$ cat src/rtl/boot_loader.sv
// -----------------------------------------------------------------------------
// boot_loader
//
// Pulls a program image out of a byte stream and writes it into instruction
// memory one 32-bit word at a time. When the whole image has been written, the
// loader releases the core. The stream is a little-endian 4-byte word count N
// followed by N little-endian words. Word k of the image is written to
// BASE_ADDR + 4*k.
//
// Parameters
//   BASE_ADDR      byte address of the first instruction word
//   DEPTH_WORDS    largest accepted word count
//
// Ports
//   clk_i            clock, rising edge
//   rst_i            asynchronous active-high reset
//   byte_valid_i     upstream byte valid
//   byte_data_i      upstream byte
//   byte_ready_o     loader can take a byte this cycle
//   mem_req_o        instruction-memory write request
//   mem_gnt_i        memory accepts the pending write this cycle
//   mem_addr_o       write byte address
//   mem_wdata_o      write data
//   mem_be_o         byte enables, always all four lanes
//   fetch_enable_o   core may start fetching at BASE_ADDR
//   done_o           image loaded completely
//   error_o          header rejected, load aborted
// -----------------------------------------------------------------------------
module boot_loader #(
    parameter logic [31:0] BASE_ADDR   = 32'h0000_0000,
    parameter int unsigned DEPTH_WORDS = 1024
) (
    input  logic        clk_i,
    input  logic        rst_i,
    input  logic        byte_valid_i,
    input  logic [7:0]  byte_data_i,
    output logic        byte_ready_o,
    output logic        mem_req_o,
    input  logic        mem_gnt_i,
    output logic [31:0] mem_addr_o,
    output logic [31:0] mem_wdata_o,
    output logic [3:0]  mem_be_o,
    output logic        fetch_enable_o,
    output logic        done_o,
    output logic        error_o
);

    typedef enum logic [2:0] {
        HDR,
        DATA,
        WRITE,
        DONE,
        ERR
    } state_t;

    localparam logic [31:0] DEPTH_LIMIT = 32'(DEPTH_WORDS);

    state_t      r_state;
    logic [1:0]  r_byteCnt;
    logic [31:0] r_count;
    logic [31:0] r_idx;
    logic [31:0] r_word;
    logic [31:0] r_addr;
    logic        r_memReq;
    logic        r_byteReady;
    logic        r_fetch;
    logic        r_done;
    logic        r_error;

    logic        w_accept;
    logic        w_lastByte;
    logic [31:0] w_hdrWord;
    logic [31:0] w_dataWord;
    logic [31:0] w_idxNext;

    // Ready comes from a register, so a transfer depends only on
    // the incoming valid and that registered ready.
    assign w_accept   = byte_valid_i & r_byteReady;
    assign w_lastByte = (r_byteCnt == 2'd3);

    // Bytes shift in from the top. After four bytes, the first byte received
    // has reached bits 7:0, which gives the little-endian order.
    assign w_hdrWord  = {byte_data_i, r_count[31:8]};
    assign w_dataWord = {byte_data_i, r_word[31:8]};
    assign w_idxNext  = r_idx + 32'd1;

    assign byte_ready_o   = r_byteReady;
    assign mem_req_o      = r_memReq;
    assign mem_addr_o     = r_addr;
    assign mem_wdata_o    = r_word;
    assign mem_be_o       = 4'b1111;
    assign fetch_enable_o = r_fetch;
    assign done_o         = r_done;
    assign error_o        = r_error;

    // Loader FSM. All outputs are registers that change together with the
    // state.
    // - ready drops on the same edge that enters WRITE/DONE/ERR, and rises
    //   again on the grant edge. The next byte can therefore transfer no
    //   earlier than the cycle after the grant.
    // - The byte counter is a 2-bit value. It wraps to 0 by itself after
    //   every field.
    always_ff @(posedge clk_i or posedge rst_i) begin
        if (rst_i) begin
            r_state     <= HDR;
            r_byteCnt   <= 2'd0;
            r_count     <= 32'd0;
            r_idx       <= 32'd0;
            r_word      <= 32'd0;
            r_addr      <= 32'd0;
            r_memReq    <= 1'b0;
            r_byteReady <= 1'b0;
            r_fetch     <= 1'b0;
            r_done      <= 1'b0;
            r_error     <= 1'b0;
        end else begin
            case (r_state)
                HDR: begin
                    r_byteReady <= 1'b1;
                    if (w_accept) begin
                        r_count   <= w_hdrWord;
                        r_byteCnt <= r_byteCnt + 2'd1;
                        if (w_lastByte) begin
                            if ((w_hdrWord == 32'd0) || (w_hdrWord > DEPTH_LIMIT)) begin
                                r_state     <= ERR;
                                r_byteReady <= 1'b0;
                                r_error     <= 1'b1;
                            end else begin
                                r_state <= DATA;
                            end
                        end
                    end
                end
                DATA: begin
                    if (w_accept) begin
                        r_word    <= w_dataWord;
                        r_byteCnt <= r_byteCnt + 2'd1;
                        if (w_lastByte) begin
                            r_state     <= WRITE;
                            r_byteReady <= 1'b0;
                            r_memReq    <= 1'b1;
                            r_addr      <= BASE_ADDR + (r_idx << 2);
                        end
                    end
                end
                WRITE: begin
                    if (mem_gnt_i) begin
                        r_memReq <= 1'b0;
                        r_idx    <= w_idxNext;
                        if (w_idxNext == r_count) begin
                            r_state <= DONE;
                            r_fetch <= 1'b1;
                            r_done  <= 1'b1;
                        end else begin
                            r_state     <= DATA;
                            r_byteReady <= 1'b1;
                        end
                    end
                end
                DONE: begin
                    r_state <= DONE;
                end
                ERR: begin
                    r_state <= ERR;
                end
                default: begin
                    r_state     <= HDR;
                    r_byteReady <= 1'b0;
                    r_memReq    <= 1'b0;
                end
            endcase
        end
    end

endmodule

$ cat config.mk
export PLATFORM = sky130hd
export DESIGN_NAME = boot_loader
export DESIGN_NICKNAME = d
export VERILOG_FILES = /design/src/rtl/boot_loader.sv
export SDC_FILE = /design/constraint.sdc
export NUM_CORES = 1
export LEC_CHECK = 0
export ABC_AREA = 1
export CAP_MARGIN = 40
export CORE_MARGIN = 1
export CORE_UTILIZATION = 56
export CTS_CLUSTER_DIAMETER = 50
export DETAILED_ROUTE_END_ITERATION = 10
export PLACE_DENSITY_LB_ADDON = 0.3
export REMOVE_ABC_BUFFERS = 1
export SLEW_MARGIN = 20
export SYNTH_ARGS = -nofsm -noshare
export SYNTH_HDL_FRONTEND = slang
export SYNTH_SLANG_ARGS = --single-unit
$ cat constraint.sdc
create_clock -name clk_i -period 5.7 [get_ports clk_i]
set_input_delay 0.57 -clock clk_i [delete_from_list [all_inputs] [get_ports clk_i]]
set_output_delay 0.57 -clock clk_i [all_outputs]
set_load 0.1 [all_outputs]
# After elaboration in Yosys (flattened, before gate mapping)
# Cells that the tools add are included.
dict set report op_classes {
  add_sub_neg 2
  n_lt_le_gt_ge 1
  eq_ne 12
  n_mux 20
  n_bitwise 3
  reduce_logical 16
}
# operator count
set op_table {}
lappend op_table {{32-bit by 1-bit adder with 32-bit output, second input constant} 1}
lappend op_table {{32-bit equality test} 1}
lappend op_table {{32-bit by 11-bit > comparator with 1-bit output, second input constant} 1}
lappend op_table {{32-bit logical NOT} 1}
lappend op_table {{3-bit 2-to-1 mux} 6}
lappend op_table {{3-bit case mux with 5 select lines} 1}
lappend op_table {{2-bit inequality test, second input constant} 6}
lappend op_table {{1-bit 2-to-1 mux} 10}
lappend op_table {{5-bit AND reduction} 2}
lappend op_table {{2-bit AND reduction} 4}
lappend op_table {{4-bit AND reduction} 2}
lappend op_table {{3-bit by 2-bit equality test with 1-bit output, second input constant} 2}
lappend op_table {{3-bit AND reduction} 2}
lappend op_table {{1-bit case mux with 4 select lines} 1}
lappend op_table {{2-bit OR reduction} 2}
lappend op_table {{3-bit by 1-bit equality test with 1-bit output, second input constant} 1}
lappend op_table {{3-bit equality test, second input constant} 1}
lappend op_table {{3-bit logical NOT} 1}
lappend op_table {{1-bit case mux with 3 select lines} 1}
lappend op_table {{3-bit OR reduction} 1}
lappend op_table {{2-bit by 1-bit adder with 2-bit output, second input constant} 1}
lappend op_table {{2-bit equality test, second input constant} 1}
lappend op_table {{2-bit 2-to-1 mux} 1}
lappend op_table {{1-bit NOT} 2}
lappend op_table {{other kinds (2)} 2}
dict set report totals {
  regBits 135
  input_bits 12
  out_inout_bits 73
  word_cells 64
}

# Longest topological paths before layout
# Gate-level depths: netlist of run 1.
dict set report logic_depth {
  depth_word 6
  mapped_depth 18
  depth_no_buf 18
}

# Worst setup path after synthesis of run 1
# OpenSTA, ideal clock, no wires.
dict set report synth_timing {
  path_type {flip-flop to flip-flop}
  startpoint {register r_byteReady (netlist: byte_ready_o)}
  endpoint {register r_addr[11] (netlist: mem_addr_o[11])}
  setup_ns 0.130
  arrival_ns 1.952
  required_ns 5.570
  path_slack_ns 3.618
  stages_incl_launch_ff 7
  n_path_buf 1
  synth_period_minus_slack_ns 2.082
  cell_sequence {dfrtp_1 > nand2_1 > nor2_1 > nand2_1 > clkbuf_1 > nand2_1 > o21ai_0}
}
dict set report synth_between {
  elab_chain_len 2
}
# element line
set synth_rtl {}
lappend synth_rtl {{start: declaration} 65} ;# logic r_byteReady;
lappend synth_rtl {{start signal: assignment} 112} ;# r_byteReady <= 1'b0;
lappend synth_rtl {{start signal: assignment} 119} ;# r_byteReady <= 1'b1;
lappend synth_rtl {{start signal: assignment} 126} ;# r_byteReady <= 1'b0;
lappend synth_rtl {{1-bit bitwise AND} 78} ;# assign w_accept = byte_valid_i & r_byteReady;
lappend synth_rtl {{3-bit AND reduction (no source line)} n/a}
lappend synth_rtl {{end signal: assignment} 142} ;# r_addr <= BASE_ADDR + (r_idx << 2);
lappend synth_rtl {{end: declaration} 63} ;# logic [31:0] r_addr;
# No other way between the ends.
# A chain may end at the register's enable or synchronous reset.

# Worst setup path in the final report of run 1
dict set report layout_timing {
  startpoint {register r_idx[0]}
  endpoint {register r_byteReady (netlist: byte_ready_o)}
}
dict set report layout_between {
  elab_chain_len 4
}
# element line
set layout_rtl {}
lappend layout_rtl {{start: declaration} 61} ;# logic [31:0] r_idx;
lappend layout_rtl {{start signal: assignment} 149} ;# r_idx <= w_idxNext;
lappend layout_rtl {{32-bit by 1-bit adder with 32-bit output} 85} ;# assign w_idxNext = r_idx + 32'd1;
lappend layout_rtl {{32-bit equality test} 150} ;# if (w_idxNext == r_count) begin
lappend layout_rtl {{2-bit inequality test (no source line)} n/a}
lappend layout_rtl {{5-bit AND reduction (no source line)} n/a}
lappend layout_rtl {{end signal: assignment} 112}
lappend layout_rtl {{end signal: assignment} 156} ;# r_byteReady <= 1'b1;
lappend layout_rtl {{end signal: assignment} 168} ;# r_byteReady <= 1'b0;
# No other way between the ends.

==> results of run 1 <==
==> flip-flops by register name (all words and copies together) (netlist names) <==
name          flops
error_o           1
done_o            1
mem_req_o         1
mem_addr_o       30
mem_wdata_o      32
r_count          32
r_state           3
r_byteCnt         2
byte_ready_o      1
r_idx            32
==> worst min-delay path: stages, from the launching register on <==
cell     delay [ns]
dfrtp_1        0.33
nand2_1        0.05
o21ai_0        0.06
==> path summary, 6_finish.rpt <==
kind,from,to,slack (ns),cells after the start
setup reg to reg,r_idx[0],byte_ready_o,3.11,16
hold / removal,mem_addr_o[8],mem_addr_o[8],0.48,2
min in group asynchronous,rst_i,mem_wdata_o[1],0.67,2
max in group asynchronous,rst_i,r_count[7],3.86,3
hold reg to reg,mem_addr_o[8],mem_addr_o[8],0.48,2
setup / recovery,r_idx[0],byte_ready_o,3.11,16
==> placed cells by master, fill, tap and decap left out, types with 5 or more instances in the layout <==
| master | n |
|---|---|
| nor2_2 | 6 |
| clkbuf_16 | 17 |
| nor2_1 | 81 |
| clkinv_2 | 6 |
| nand2_2 | 8 |
| a21oi_1 | 20 |
| nand2_1 | 350 |
| o21ai_0 | 87 |
| nand4_1 | 7 |
| inv_1 | 97 |
| buf_8 | 65 |
| nor2_4 | 7 |
| nand3_1 | 78 |
| xor2_1 | 5 |
| dfrtp_1 | 135 |
| conb_1 | 6 |
| clkdlybuf4s50_1 | 78 |
==> area by class of cell <==
| cell class | instances | area [sq um] |
|---|---|---|
| repair buffers | 151 | 1901 |
| inverters | 98 | 372.9 |
| multi-input cells | 679 | 3059 |
| clock inverters | 9 | 75.07 |
| clock buffers | 23 | 478.0 |
| fillers | 816 | 2564 |
| well taps | 147 | 183.9 |
| flip-flops and latches | 135 | 3378 |
==> cell families (layout without fill, tap and decap cells) <==
group	Yosys count	in the layout	share of synthesized area
AOI/OAI and AO/OA	111	111	0.08118
other	2	6	0.001085
DFF	135	135	0.4882
adders and majority gates	3	3	0.005425
and+or+nand+nor	549	549	0.3332
xor gates and xnor gates	9	9	0.01555
muxes	1	1	0.001627
buffers and inverters	129	281	0.07377
==> metrics by stage <==
stage	power (W)	area [sq um]
after floorplan	0.003346	6793
after global placement	0.003889	7797
after detailed placement	0.004360	8895
after CTS	0.005436	9448
after global routing	0.005757	9448
final	0.005458	9448
==> power groups by stage <==
stage	clock network [W]	logic [W]	registers (W)
detailed placement	0	0.00270	0.00166
finish	0.00103	0.00275	0.00167
floorplan	0	0.000985	0.00236
CTS	0.00104	0.00274	0.00166
global route	0.00108	0.00296	0.00171
global placement	0	0.00224	0.00165
==> metal layers <==
metal / wire length (um) / share of wire / GRT usage / vias up
met2: 9396 / 0.48 / 0.5252 / 344
met4: 590 / 0.030 / 0.1684 / 0
met1: 7958 / 0.41 / 0.4317 / 3179
met3: 1506 / 0.077 / 0.05892 / 55
li1: - / - / - / 3232
met5: 0 / 0 / 0 / -
==> impl_metrics.ini, run 1 <==
[run_status]
status = finished, final reports clean

[clock_tree]
cts_root_buf = clkbuf_16
postCtsResizedCells = 0
clock_sinks = 135
cts_tree = done
postCtsSetupBuffers = 0
hold_buffers = 0
clock_path_buffers = 2
clock_latency_ns = 0.43
cts_max_level = 4
clkSlewWorstSetupHoldPaths_ns = 0.05
cts_buffers = 17

[finish]
n_antenna_cell = 0
final_cells = 1242
fin_util = 0.7866
syn2layout_area_growth_pct = 36.52
drive_above_1_share = 0.1178
nNetsFinal = 1097

[timing]
clock-skew-final_ns = 0.008839
rsz0062_at_grt = false
period_needed_ns = 2.586
finalSetupTns_ns = 0
worst_pin_slew_ns = 0.7245
slew_violations = 0
slew_headroom = 0.5170
layout_setup_ws_ns = 3.114
holdWs_ns = 0.4840
finalCritPeriodShare = 0.4537
hold_violations = 0
fmax_mhz = 386.6
setup_violations = 0

[logic_synthesis]
synth_async_sr_flop_share = 1.000
synthTopCellsByArea = dfrtp_1 (49%), nand2_1 (19%), o21ai_0 (6.3%)
yosysUniqueCellTypes = 31
synth_area_sq_um = 6920
yosys.area.top_type = dfrtp_1
synth.avg_cell_area_sq_um = 7.370
synth_most_common_cell = nand2_1
synth-seq-cells = 135
ys.flop_type = dfrtp_1
synthCells = 939
synth_top_area_frac = 0.4882
yosysWarnings = 0
synth_edf_count = 0
yosys-top-cells-count = nand2_1 (351), dfrtp_1 (135), inv_1 (98)
synth-seq-area-share = 0.4882

[setup_path]
path_max_fanout = 6
cp_common_cell = nand2_1
cp_top_family = simple AND/OR/NAND/NOR gates
start_kind = flip-flop
crit_chain = ha_1 -> nand2_2 -> inv_1 -> nand2_1 -> nor2_1 -> nand2_1 -> nand3_1 -> nand2_1 -> nor2_1 -> nand2_1 -> nor2_1 -> nand2_1 -> nor2_2 -> nand4_2 -> nand3_1 -> nand2_1
endpoint_kind = flip-flop
crit_buf_inv = 1
critPathKind = reg2reg
crit_path_max_incr_delay_ns = 0.45
critPathArrivalTime_ns = 2.90
worstPathRequired_ns = 6.02
cpMaxStageDelayCell = dfrtp_1

[pwr]
seqPwrFrac = 0.306
p_sw_frac = 0.4766
p_leak_nw = 4.699
p_clk_frac = 0.189
p_switching_w = 0.002601
internal-power_w = 0.002856
power_density_nw_per_um2 = 577.7
ir_drop_mv = 0.4117
p_comb_frac = 0.505

[global_route]
overflow = 0
grt_pass1_vias = 6552
grt_pass1_wl_mm = 32.10
antenna_found_initial = 0
grt_start_max_net_pins = 83
track_usage = 0.3285

[worst_hold_path]
hp-class = reg2reg

[placement]
dp_worst_setup_slack_ns = 3.185
portBuffers = 78
hpwl_mm = 13.53
placedCellCount = 1210
place_congestion = 0.9574

[detailed_routing]
viasPerCell = 5.483
avgRoutedWirePerCell_um = 15.66
postRouteAntennaNets = 0
vias = 6810
firstDrtPassIters = 6
wirelength_mm = 19.45
drc_errors = 0
dr.first_iter.drc_count = 706

[floorplanning]
die_area_sq_um = 12810
num_rows = 40
core_sq_um = 12010
die_y_um = 113.2
fp.dieW_um = 113.2
pin_count = 85
start_util = 0.5761

[flow_run]
maxCapViolations = 0
Power figures use the tool's default switching activity.
==> run 2, diff against run 1 <==
==> constraint.sdc (replaced) <==
create_clock -name clk_i -period 2.5 [get_ports clk_i]
set_input_delay 0.25 -clock clk_i [delete_from_list [all_inputs] [get_ports clk_i]]
set_output_delay 0.25 -clock clk_i [all_outputs]
set_load 0.1 [all_outputs]
==> impl_metrics.ini, run 2 (synthesis results as in run 1) <==
[run_status]
status = finished, final reports clean

[setup_path]
ff2ff_path_depth = 14
crit_chain = ha_1 -> nand2_1 -> nor2_2 -> nand3_1 -> o21ai_1 -> nand2_1 -> nand2_1 -> nand2_1 -> nor2_1 -> nand2_1 -> nor2_2 -> nand4_2 -> nand3_1 -> nand2_1
crit_path_max_incr_delay_ns = 0.42
cp_top_family = simple AND/OR/NAND/NOR gates
crit_buf_inv = 0
critPathArrivalTime_ns = 2.65
endpoint_kind = flip-flop
critPathKind = reg2reg
cp_common_cell = nand2_1
r2r_end = byte_ready_o
path_depth = 14
reg2reg_from = r_idx[0]
cpMaxStageDelayCell = dfrtp_2
ff2ff_setup_slack_ns = 0.17
worstPathRequired_ns = 2.82
start_kind = flip-flop
path_max_fanout = 6

[floorplanning]
pin_count = 85
die_y_um = 113.2
fp.dieW_um = 113.2
start_util = 0.5761
core_sq_um = 12010
num_rows = 40
die_area_sq_um = 12810

[pwr]
power_density_nw_per_um2 = 1391
p_clk_frac = 0.214
p_leak_nw = 4.358
ir_drop_mv = 0.8678
p_switching_w = 0.005691
p_comb_frac = 0.459
internal-power_w = 0.005909
seqPwrFrac = 0.327
p_sw_frac = 0.4906

[timing]
slew_violations = 0
fmax_mhz = 428.8
rsz0062_at_grt = false
period_needed_ns = 2.332
slew_headroom = 0.6427
finalCritPeriodShare = 0.9328
hold_violations = 0
clock-skew-final_ns = 0.006815
worst_pin_slew_ns = 0.5360
setup_violations = 0

[clock_tree]
postCtsSetupBuffers = 0
cts_tree = done
hold_buffers = 0
clock_path_buffers = 2
postCtsResizedCells = 0
clkSlewWorstSetupHoldPaths_ns = 0.06
cts_buffers = 17
clock_latency_ns = 0.42
cts_max_level = 4
cts_root_buf = clkbuf_16
clock_sinks = 135

[detailed_routing]
dr.first_iter.drc_count = 588
vias = 6278
viasPerCell = 5.329
avgRoutedWirePerCell_um = 14.97
wirelength_mm = 17.64
firstDrtPassIters = 5
drc_errors = 0
postRouteAntennaNets = 0

[finish]
regArea_sq_um = 3381
final_cell_area_sq_um = 8339
drive_above_1_share = 0.1339
syn2layout_area_growth_pct = 20.50
nFillCells = 1016
nNetsFinal = 1035
fin_util = 0.6943
n_antenna_cell = 0
most-common-layout-cells = nand2_1 (350), dfrtp_1 (133), inv_1 (97)
multi_input_area_sq_um = 3082
final_common_cell = nand2_1

[flow_run]
maxCapViolations = 0

[worst_hold_path]
hp-class = in2async

[placement]
portBuffers = 78
dpl-instance-area_sq_um = 7735
place_congestion = 1.002
hpwl_mm = 12.58

[global_route]
overflow = 0
grt_pass1_wl_mm = 29.11
antenna_found_initial = 0
grt_pass1_vias = 5692
grt_start_max_net_pins = 65
track_usage = 0.2963
==> run 2: cell types whose count changed in the layout (fill, tap and decap cells not counted), moves of 3 or more <==
cell,previous run,this run
buf_16,4,0
nor2_1,81,77
clkinv_2,6,2
buf_8,65,1
clkdlybuf4s50_1,78,11
buf_4,3,74
buf_12,0,3
==> run 2: per-stage QoR <==
| stage | setup TNS, ns | worst slack, ns | hold slack (ns) | instances | power [W] |
|---|---|---|---|---|---|
| floorplan | -236.00 | -1.361 | 0.4302 | 912 | 0.007629 |
| global placement | 0 | 0.1159 | 0.4545 | 1147 | 0.008966 |
| detailed placement | 0 | 0.04232 | 0.4595 | 1148 | 0.009023 |
| CTS | 0 | 0.03923 | 0.2503 | 1178 | 0.01154 |
| global route | 0 | 0.006913 | 0.2769 | 1178 | 0.01229 |
| finish | 0 | 0.1680 | 0.2355 | 1178 | 0.01160 |
==> run 2: worst register-to-register path, cell delays in order (launching register included) <==
cell	delay (ns)
dfrtp_2	0.42
ha_1	0.17
nand2_1	0.11
nor2_2	0.22
nand3_1	0.24
o21ai_1	0.23
nand2_1	0.13
nand2_1	0.08
nand2_1	0.04
nor2_1	0.09
nand2_1	0.07
nor2_2	0.14
nand4_2	0.12
nand3_1	0.10
nand2_1	0.05
==> run 2: worst max path at each step <==
stage	from	end	slack, ns
floorplan	rst_i	byte_ready_o	-1.36
global placement	r_idx[0]	byte_ready_o	0.12
detailed placement	r_idx[0]	byte_ready_o	0.04
CTS	r_idx[0]	byte_ready_o	0.04
global route	r_idx[0]	byte_ready_o	0.007
finish	r_idx[0]	byte_ready_o	0.17
==> run 2: final cells by class <==
| cell class | instances | share of cell area |
|---|---|---|
| Clock buffer | 22 | 0.05446 |
| Clock inverter | 8 | 0.01500 |
| Tap cell | 147 | 0.02206 |
| Inverter | 98 | 0.04471 |
| Timing Repair Buffer | 89 | 0.08882 |
| Sequential cell | 135 | 0.4054 |
| Multi-Input combinational cell | 679 | 0.3695 |
==> run 2: power groups by stage <==
stage | Combinational (W) | Clock [W] | Sequential (W)
final | 0.00532 | 0.00248 | 0.00380
after global routing | 0.00579 | 0.00260 | 0.00390
after CTS | 0.00527 | 0.00251 | 0.00376
after detailed placement | 0.00525 | 0 | 0.00377
after global placement | 0.00519 | 0 | 0.00377
after floorplan | 0.00225 | 0 | 0.00538
==> run 2: layer usage <==
| layer | part of all wire | vias to the layer above | routed length [um] | global-route usage |
|---|---|---|---|---|
| li1 | - | 3116 | - | - |
| met1 | 0.47 | 2905 | 8376 | 0.4486 |
| met2 | 0.44 | 238 | 7694 | 0.4290 |
| met3 | 0.076 | 19 | 1337 | 0.06106 |
| met4 | 0.013 | 0 | 231 | 0.08772 |
| met5 | 0 | - | 0 | 0 |
==> run 3, diff against run 2 <==
--- a/config.mk
+++ b/config.mk
@@ -7,7 +7,7 @@
 export LEC_CHECK = 0
 export ABC_AREA = 1
 export CAP_MARGIN = 40
-export CORE_MARGIN = 1
+export CORE_MARGIN = 2
 export CORE_UTILIZATION = 56
 export CTS_CLUSTER_DIAMETER = 50
 export DETAILED_ROUTE_END_ITERATION = 10
==> impl_metrics.ini, run 3 (synthesis results as in run 1) <==
[floorplanning]
num_rows = 40
fp.dieW_um = 115.2
pin_count = 85
core_sq_um = 12060
start_util = 0.5738
die_area_sq_um = 13260
die_y_um = 115.2

[finish]
multi_input_area_sq_um = 3092
nFillCells = 1040
fin_util = 0.6922
most-common-layout-cells = nand2_1 (350), dfrtp_1 (133), inv_1 (97)
nNetsFinal = 1033
syn2layout_area_growth_pct = 20.65
final_common_cell = nand2_1
n_antenna_cell = 0
regArea_sq_um = 3381
drive_above_1_share = 0.1331

[pwr]
power_density_nw_per_um2 = 1395
total_power_w = 0.01164
p_leak_nw = 4.349
ir_drop_mv = 0.8844

[detailed_routing]
wirelength_mm = 18.23
avgRoutedWirePerCell_um = 15.23
firstDrtPassIters = 5
postRouteAntennaNets = 0
vias = 6412
viasPerCell = 5.357
drc_errors = 0
dr.first_iter.drc_count = 590

[timing]
finalCritPeriodShare = 0.9202
slew_headroom = 0.6124
layout_setup_ws_ns = 0.1995
hold_violations = 0
setup_violations = 0
clock-skew-final_ns = 0.01072
slew_violations = 0
period_needed_ns = 2.301
worst_pin_slew_ns = 0.5815
fmax_mhz = 434.7

[setup_path]
reg2reg_from = r_idx[0]
critPathKind = reg2reg
cp_top_family = simple AND/OR/NAND/NOR gates
cp_common_cell = nand2_1
start_kind = flip-flop
crit_buf_inv = 0
path_max_fanout = 6
ff2ff_setup_slack_ns = 0.20
cpMaxStageDelayCell = dfrtp_2
path_depth = 16
worstPathRequired_ns = 2.81
r2r_end = byte_ready_o
crit_path_max_incr_delay_ns = 0.45
critPathArrivalTime_ns = 2.61
crit_chain = ha_4 -> nand2_2 -> nor2_2 -> nand2_2 -> nor2_4 -> nand2_1 -> nand2_1 -> nand2_1 -> nand2_1 -> nand2_1 -> nor2_1 -> nand2_1 -> nor2_2 -> nand4_2 -> nand3_1 -> nand2_1
ff2ff_path_depth = 16
endpoint_kind = flip-flop

[clock_tree]
postCtsSetupBuffers = 0
cts_tree = done
cts_max_level = 4
cts_root_buf = clkbuf_16
cts_buffers = 17
clock_sinks = 135
clock_latency_ns = 0.42
clock_path_buffers = 2
clkSlewWorstSetupHoldPaths_ns = 0.06

[global_route]
grt_pass1_vias = 5822
antenna_found_initial = 0
overflow = 0
grt_pass1_wl_mm = 29.61
grt_start_max_net_pins = 65
track_usage = 0.2894

[placement]
portBuffers = 78
place_congestion = 1.011
dp_worst_setup_slack_ns = 0.03765
hpwl_mm = 13.16

[run_status]
status = finished, final reports clean

[flow_run]
maxCapViolations = 0

[worst_hold_path]
hp-class = in2async
## run 3: area by class of cell
type	count	share of cell area
sequential	135	0.4049
multi-input combinational	679	0.3703
timing repair buffer	87	0.08692
clock buffer	20	0.05230
inverter	98	0.04466
tap	168	0.02518
clock inverter	10	0.01574
## run 3: power by group
| group | internal (W) | leakage, nW | switching, W |
|---|---|---|---|
| sequential | 0.00296 | 1.74 | 0.000875 |
| clock | 0.00155 | 0.279 | 0.000914 |
| combinational | 0.00136 | 2.32 | 0.00399 |
| total | 0.00586 | 4.35 | 0.00578 |
## run 3: repair_timing
action,4_1_cts,5_1_grt
resized for setup,0,12
hold buffers,0,0
setup endpoints to repair,0,3
## run 3: stage by stage
step                      area (sq um)  hold slack, ns  setup TNS, ns  cells
final                             8349          0.2787              0   1197
after global routing              8349          0.3440      -0.003476   1197
after CTS                         8312          0.3109              0   1197
after detailed placement          7744          0.4605              0   1167
after global placement            7729          0.4554              0   1166
after floorplan                   6793          0.4302        -236.00    912
## run 3: worst max path at each step
| stage | from | endpoint | slack, ns |
|---|---|---|---|
| after detailed placement | r_idx[0] | byte_ready_o | 0.04 |
| after global routing | r_idx[0] | byte_ready_o | -0.003 |
| after CTS | r_idx[0] | byte_ready_o | 0.007 |
| after floorplan | rst_i | byte_ready_o | -1.36 |
| final | r_idx[0] | byte_ready_o | 0.20 |
| after global placement | r_idx[0] | byte_ready_o | 0.06 |
## run 3: metal layers
metal	track usage	wire length, um	up-vias	share of wire
met5	0	0	-	0
met2	0.4180	8021	293	0.44
met3	0.07116	1583	26	0.087
met4	0.1044	325	0	0.018
li1	-	-	3120	-
met1	0.4261	8299	2973	0.46
==> edit 1 (settings of run 2) <==
Register the output `error_o` once more, cleared by the reset; this adds one clock of latency there. The other outputs are not delayed to match.
--- a/src/rtl/boot_loader.sv
+++ b/src/rtl/boot_loader.sv
@@ -91,7 +91,13 @@
     assign mem_be_o       = 4'b1111;
     assign fetch_enable_o = r_fetch;
     assign done_o         = r_done;
-    assign error_o        = r_error;
+    always_ff @(posedge clk_i or posedge rst_i) begin
+        if (rst_i) begin
+            error_o <= '0;
+        end else begin
+            error_o <= r_error;
+        end
+    end
 
     // Loader FSM. All outputs are registers that change together with the
     // state.
Check against the original RTL: not equivalent (a bounded check fails within 10 cycles, from zero or initial values and one cycle with rst_i high).
==> edit 1 against run 2 <==
  * Sequential share of layout area is 0.23 points lower
  * Wire length is 2.0% higher
  * Via count is 1.3% higher
  * Final area is 1.3% higher
  * Global-route usage is 0.71 points higher
  * Worst setup slack better by 39 ps
  * Critical path depth stayed put
  * Sequential cell count is 1 higher
  * Largest cell class unchanged
  * Synthesized area is 0.36% higher
  * Total power is 0.96% higher
==> edit 1: results (changes against run 2) <==
=================================================================================================
Leakage component of the power                                                           4.394 nW   +0.82%
Slowest-stage cell, CP                                                               sky130_fd_sc_hd__dfrtp_2
Area share of xor/xnor cells in the synthesized design                                    0.01549   -0.00005602
Slowest cell delay on critical path                                                        420 ps   about the same
Insertion delay to the later sink of the worst-skew pair                                   430 ps
FILL cells                                                                                   1022   +0.59%
Most frequent cells after synthesis                                                  sky130_fd_sc_hd__nand2_1, sky130_fd_sc_hd__dfrtp_1, sky130_fd_sc_hd__inv_1
Number of global-route vias before repair                                                    5675   -0.30%
H-tree levels                                                                                   4   unchanged
Place WS                                                                                 58.48 ps   +16.16 ps
Count of nets after finishing                                                                1039   +0.39%
CTS max path bufs                                                                               2   unchanged
FF+latch area                                                                        0.003406 sq mm   +0.74%
Global-route usage over all layers                                                         0.3034   +0.007092
Outcome                                                                              finished clean
Instance count of the mapped netlist                                                          940   +0.11%
Cell depth of the worst flop-to-flop path                                                      14   unchanged
Total length of routed wires                                                             17990 um   +2.0%
Area share of fa/ha/maj cells after synthesis                                            0.005404   -0.00001954
Pin count of the biggest net entering global routing                                           62   -4.6%
First-pass GRT wire length                                                               29390 um   +0.97%
CP max FO                                                                                       6   unchanged
Top flip-flop cell by instance count after synthesis                                 sky130_fd_sc_hd__dfrtp_1
Number of clock buffers inserted by TritonCTS                                                  17   unchanged
Number of antenna violations at the first check in global routing                               0   unchanged
Biggest area contributors in the synthesized netlist                                 sky130_fd_sc_hd__dfrtp_1, sky130_fd_sc_hd__nand2_1, sky130_fd_sc_hd__o21ai_0
Detailed Place HPWL                                                                      13340 um   +6.0%
Final cell count without fillers                                                             1205   +2.3%
Clock root buffer master                                                             sky130_fd_sc_hd__clkbuf_16
Area fraction in compound gates after synthesis                                           0.08089   -0.0002925
Fraction of final layout cells with drive strength greater than 1                          0.1379   +0.004047
IO Port Bufs                                                                                   78   unchanged
Routability cong.                                                                          0.9480   -5.4%
Clock transition at the registers of the reported paths                                     60 ps   about the same
Register-to-register setup slack                                                           210 ps   +40 ps
Drt first-iter violations                                                                     572   -2.7%
Yosys warns                                                                                     0   unchanged
Minimum clock period                                                                      2293 ps   -38.56 ps
Switching share of power                                                                   0.4948   +0.004156
Max-slew headroom at the worst pin                                                         0.6069   -0.03577
Number of distinct library cell variants in the gate-level netlist after synthesis             31   unchanged
Share of synthesized area spent on multiplexers                                          0.001621   -0.000005863
ANT cells                                                                                       0   unchanged
Hold Path Class                                                                      input pin to async pin
Detailed-router iteration count before antenna repair                                           7   +2
Max IR drop VDD                                                                         0.8544 mV   -1.5%
Gate family responsible for the most delay along the worst path                      simple AND/OR/NAND/NOR gates
Worst hold margin                                                                        279.9 ps   +44.38 ps
Ys async rst share                                                                          1.000   unchanged
Cell area reported after detailed placement                                          0.007824 sq mm   +1.1%
Vias                                                                                         6359   +1.3%
Layout Skew                                                                              9.442 ps   +2.627 ps
Sequential share of the synthesized area                                                   0.4900   +0.001844
=================================================================================================
edit 1: cells by family after synthesis:
kind of cell | Yosys count
AOI/OAI and AO/OA | 111
xor gates and xnor gates | 9
adders and majority gates | 3
buffers and inverters | 129
DFF | 136
muxes | 1
other | 2
and+or+nand+nor | 549
edit 1: power groups by stage:
stage | Sequential (mW) | Clock, mW | Combinational, mW
floorplan | 5.41 | 0 | 2.25
global placement | 3.80 | 0 | 5.18
detailed placement | 3.81 | 0 | 5.26
CTS | 3.80 | 2.54 | 5.29
global route | 3.94 | 2.63 | 5.83
finish | 3.83 | 2.52 | 5.36
edit 1: routing by layer:
layer | routed length [um] | vias to the layer above | share of wire | GRT usage
li1 | - | 3127 | - | -
met1 | 8543 | 2925 | 0.47 | 0.4596
met2 | 7656 | 281 | 0.43 | 0.4339
met3 | 1484 | 26 | 0.083 | 0.06374
met4 | 302 | 0 | 0.017 | 0.09825
met5 | 0 | - | 0 | 0
edit 1: repair_timing:
action	in CTS	in global routing
gates resized for setup	0	11
buffers inserted	0	1
endpoints found under the setup margin	0	3
edit 1: layout make-up:
class                   count  share of cell area
well taps                 168             0.02488
flip-flops and latches    136              0.4031
repair buffers             92             0.09329
multi-input cells         679              0.3649
inverters                  98             0.04413
clock inverters            11             0.01762
clock buffers              21             0.05212
edit 1: path summary, 6_finish.rpt:
check,end,start
worst max-delay path,byte_ready_o,r_idx[0]
worst min-delay path,mem_addr_o[31],rst_i
worst max register to register,byte_ready_o,r_idx[0]
worst min register to register,error_o,r_error
max in group asynchronous,mem_req_o,rst_i
min in group clk_i,error_o,r_error
==> edit 2 (config.mk and constraints of run 2) <==
Without the edit above. Change the parameter `DEPTH_WORDS` from 1024 to 768.
--- a/src/rtl/boot_loader.sv
+++ b/src/rtl/boot_loader.sv
@@ -28,7 +28,7 @@
 // -----------------------------------------------------------------------------
 module boot_loader #(
     parameter logic [31:0] BASE_ADDR   = 32'h0000_0000,
-    parameter int unsigned DEPTH_WORDS = 1024
+    parameter int unsigned DEPTH_WORDS = 768
 ) (
     input  logic        clk_i,
     input  logic        rst_i,
Function: changed (Yosys sat finds a counterexample within 10 cycles, from zero or initial values and one cycle with rst_i high).
==> edit 2 against run 2 <==
  * Synthesized area is 1.3% lower
  * Count of clock-buffer cells in the layout decreased by 1
  * Worst setup slack gained 13 ps
  * Wire length shrank 8.0%
  * Maximum frequency increased by 0.54%
  * Synthesized cell count is 7.1% lower
  * Sequential cell count stayed put
  * Final area is 1.4% lower
  * Clock skew decreased by 0.92 ps
  * Cell count decreased by 5.9%
Power is not compared: it rests on default switching activity, and its combinational part moved more than twofold at a synthesized area within 25%.
==> edit 2: results (changes against run 2) <==
================================================================================
Number of global-route vias before repair                                   5703   +0.19%
Met3 global-route usage                                                  0.07505   +0.01399
Final clock-cell share                                                   0.07411   +0.004646
Biggest area contributors in the synthesized netlist                sky130_fd_sc_hd__dfrtp_1, sky130_fd_sc_hd__nand2_1, sky130_fd_sc_hd__o21ai_0
Via density per instance                                                   5.338   +0.16%
Count of nets after finishing                                                967   -6.6%
Cell area reported after detailed placement                         0.007611 sq mm   -1.6%
Slew @ Worst Pin                                                        552.3 ps   +16.27 ps
Wl on met1                                                               6843 um   -18%
Multi-input comb cells                                                       620   -8.7%
Detailed Place HPWL                                                     11610 um   -7.8%
Detailed-router iteration count before antenna repair                          6   +1
Final period utilization                                                  0.9278   -0.005006
Outcome                                                             finished clean
NonClk Buf Share                                                         0.08674   -0.002077
Vias                                                                        5920   -5.7%
Sequential cell area share                                                0.4110   +0.005647
Synthesis-to-layout area growth                                           20.35%
Worst hold margin                                                       269.0 ps   +33.43 ps
GR Layer Usage met2                                                       0.4716   +0.04260
Pin count of the biggest net entering global routing                          65   unchanged
Fraction of final layout cells with drive strength greater than 1         0.1615   +0.02764
Place WS                                                                172.7 ps   +130.4 ps
First-pass GRT wire length                                              27250 um   -6.4%
Global-route usage over all layers                                        0.2814   -0.01485
Met1 routing resource usage after global routing                          0.3439   -0.1047
Inverters                                                                     92   -6.1%
Sequential share of the synthesized area                                  0.4945   +0.006348
Most frequent cells after synthesis                                 sky130_fd_sc_hd__nand2_1, sky130_fd_sc_hd__dfrtp_1, sky130_fd_sc_hd__o21ai_0
CP max FO                                                                      7   +1
Multi-input combinational area share                                      0.3637   -0.005823
Number of non-clock buffers in the layout                                     87   -2.2%
Met3 wirelength from detailed routing                                     958 um   -28%
Total length of routed met2 wires                                        8021 um   +4.3%
Layout Skew                                                             5.893 ps   -0.9220 ps
Total instance count after detailed placement                               1077   -6.2%
Drt first-iter violations                                                    418   -29%
================================================================================
edit 2: changes by cell type after synthesis, sizes merged, moves of 2 or more:
| cell | delta |
|---|---|
| nand3b | +2 |
| nor4 | -2 |
| nor2 | -17 |
| inv | -6 |
| o21ai | +19 |
| a21oi | -17 |
| nor3 | +3 |
| nand2 | -56 |
| clkbuf | -2 |
| mux2 | +24 |
| nand3 | -12 |
edit 2: worst register-to-register path: cells and delay by family, from the launching register on:
family | cells | cell delay, ps
flops | 1 | 410
simple gates | 13 | 1560
fa+ha+maj | 1 | 250
edit 2: kinds of logic after synthesis:
| family | count (synthesis) | synth area share |
|---|---|---|
| other | 2 | 0.001099 |
| buffers and inverters | 121 | 0.07033 |
| xor gates and xnor gates | 7 | 0.01099 |
| adders and majority gates | 2 | 0.003662 |
| muxes | 25 | 0.04121 |
| DFF | 135 | 0.4945 |
| and+or+nand+nor | 467 | 0.2943 |
| AOI/OAI and AO/OA | 113 | 0.08388 |
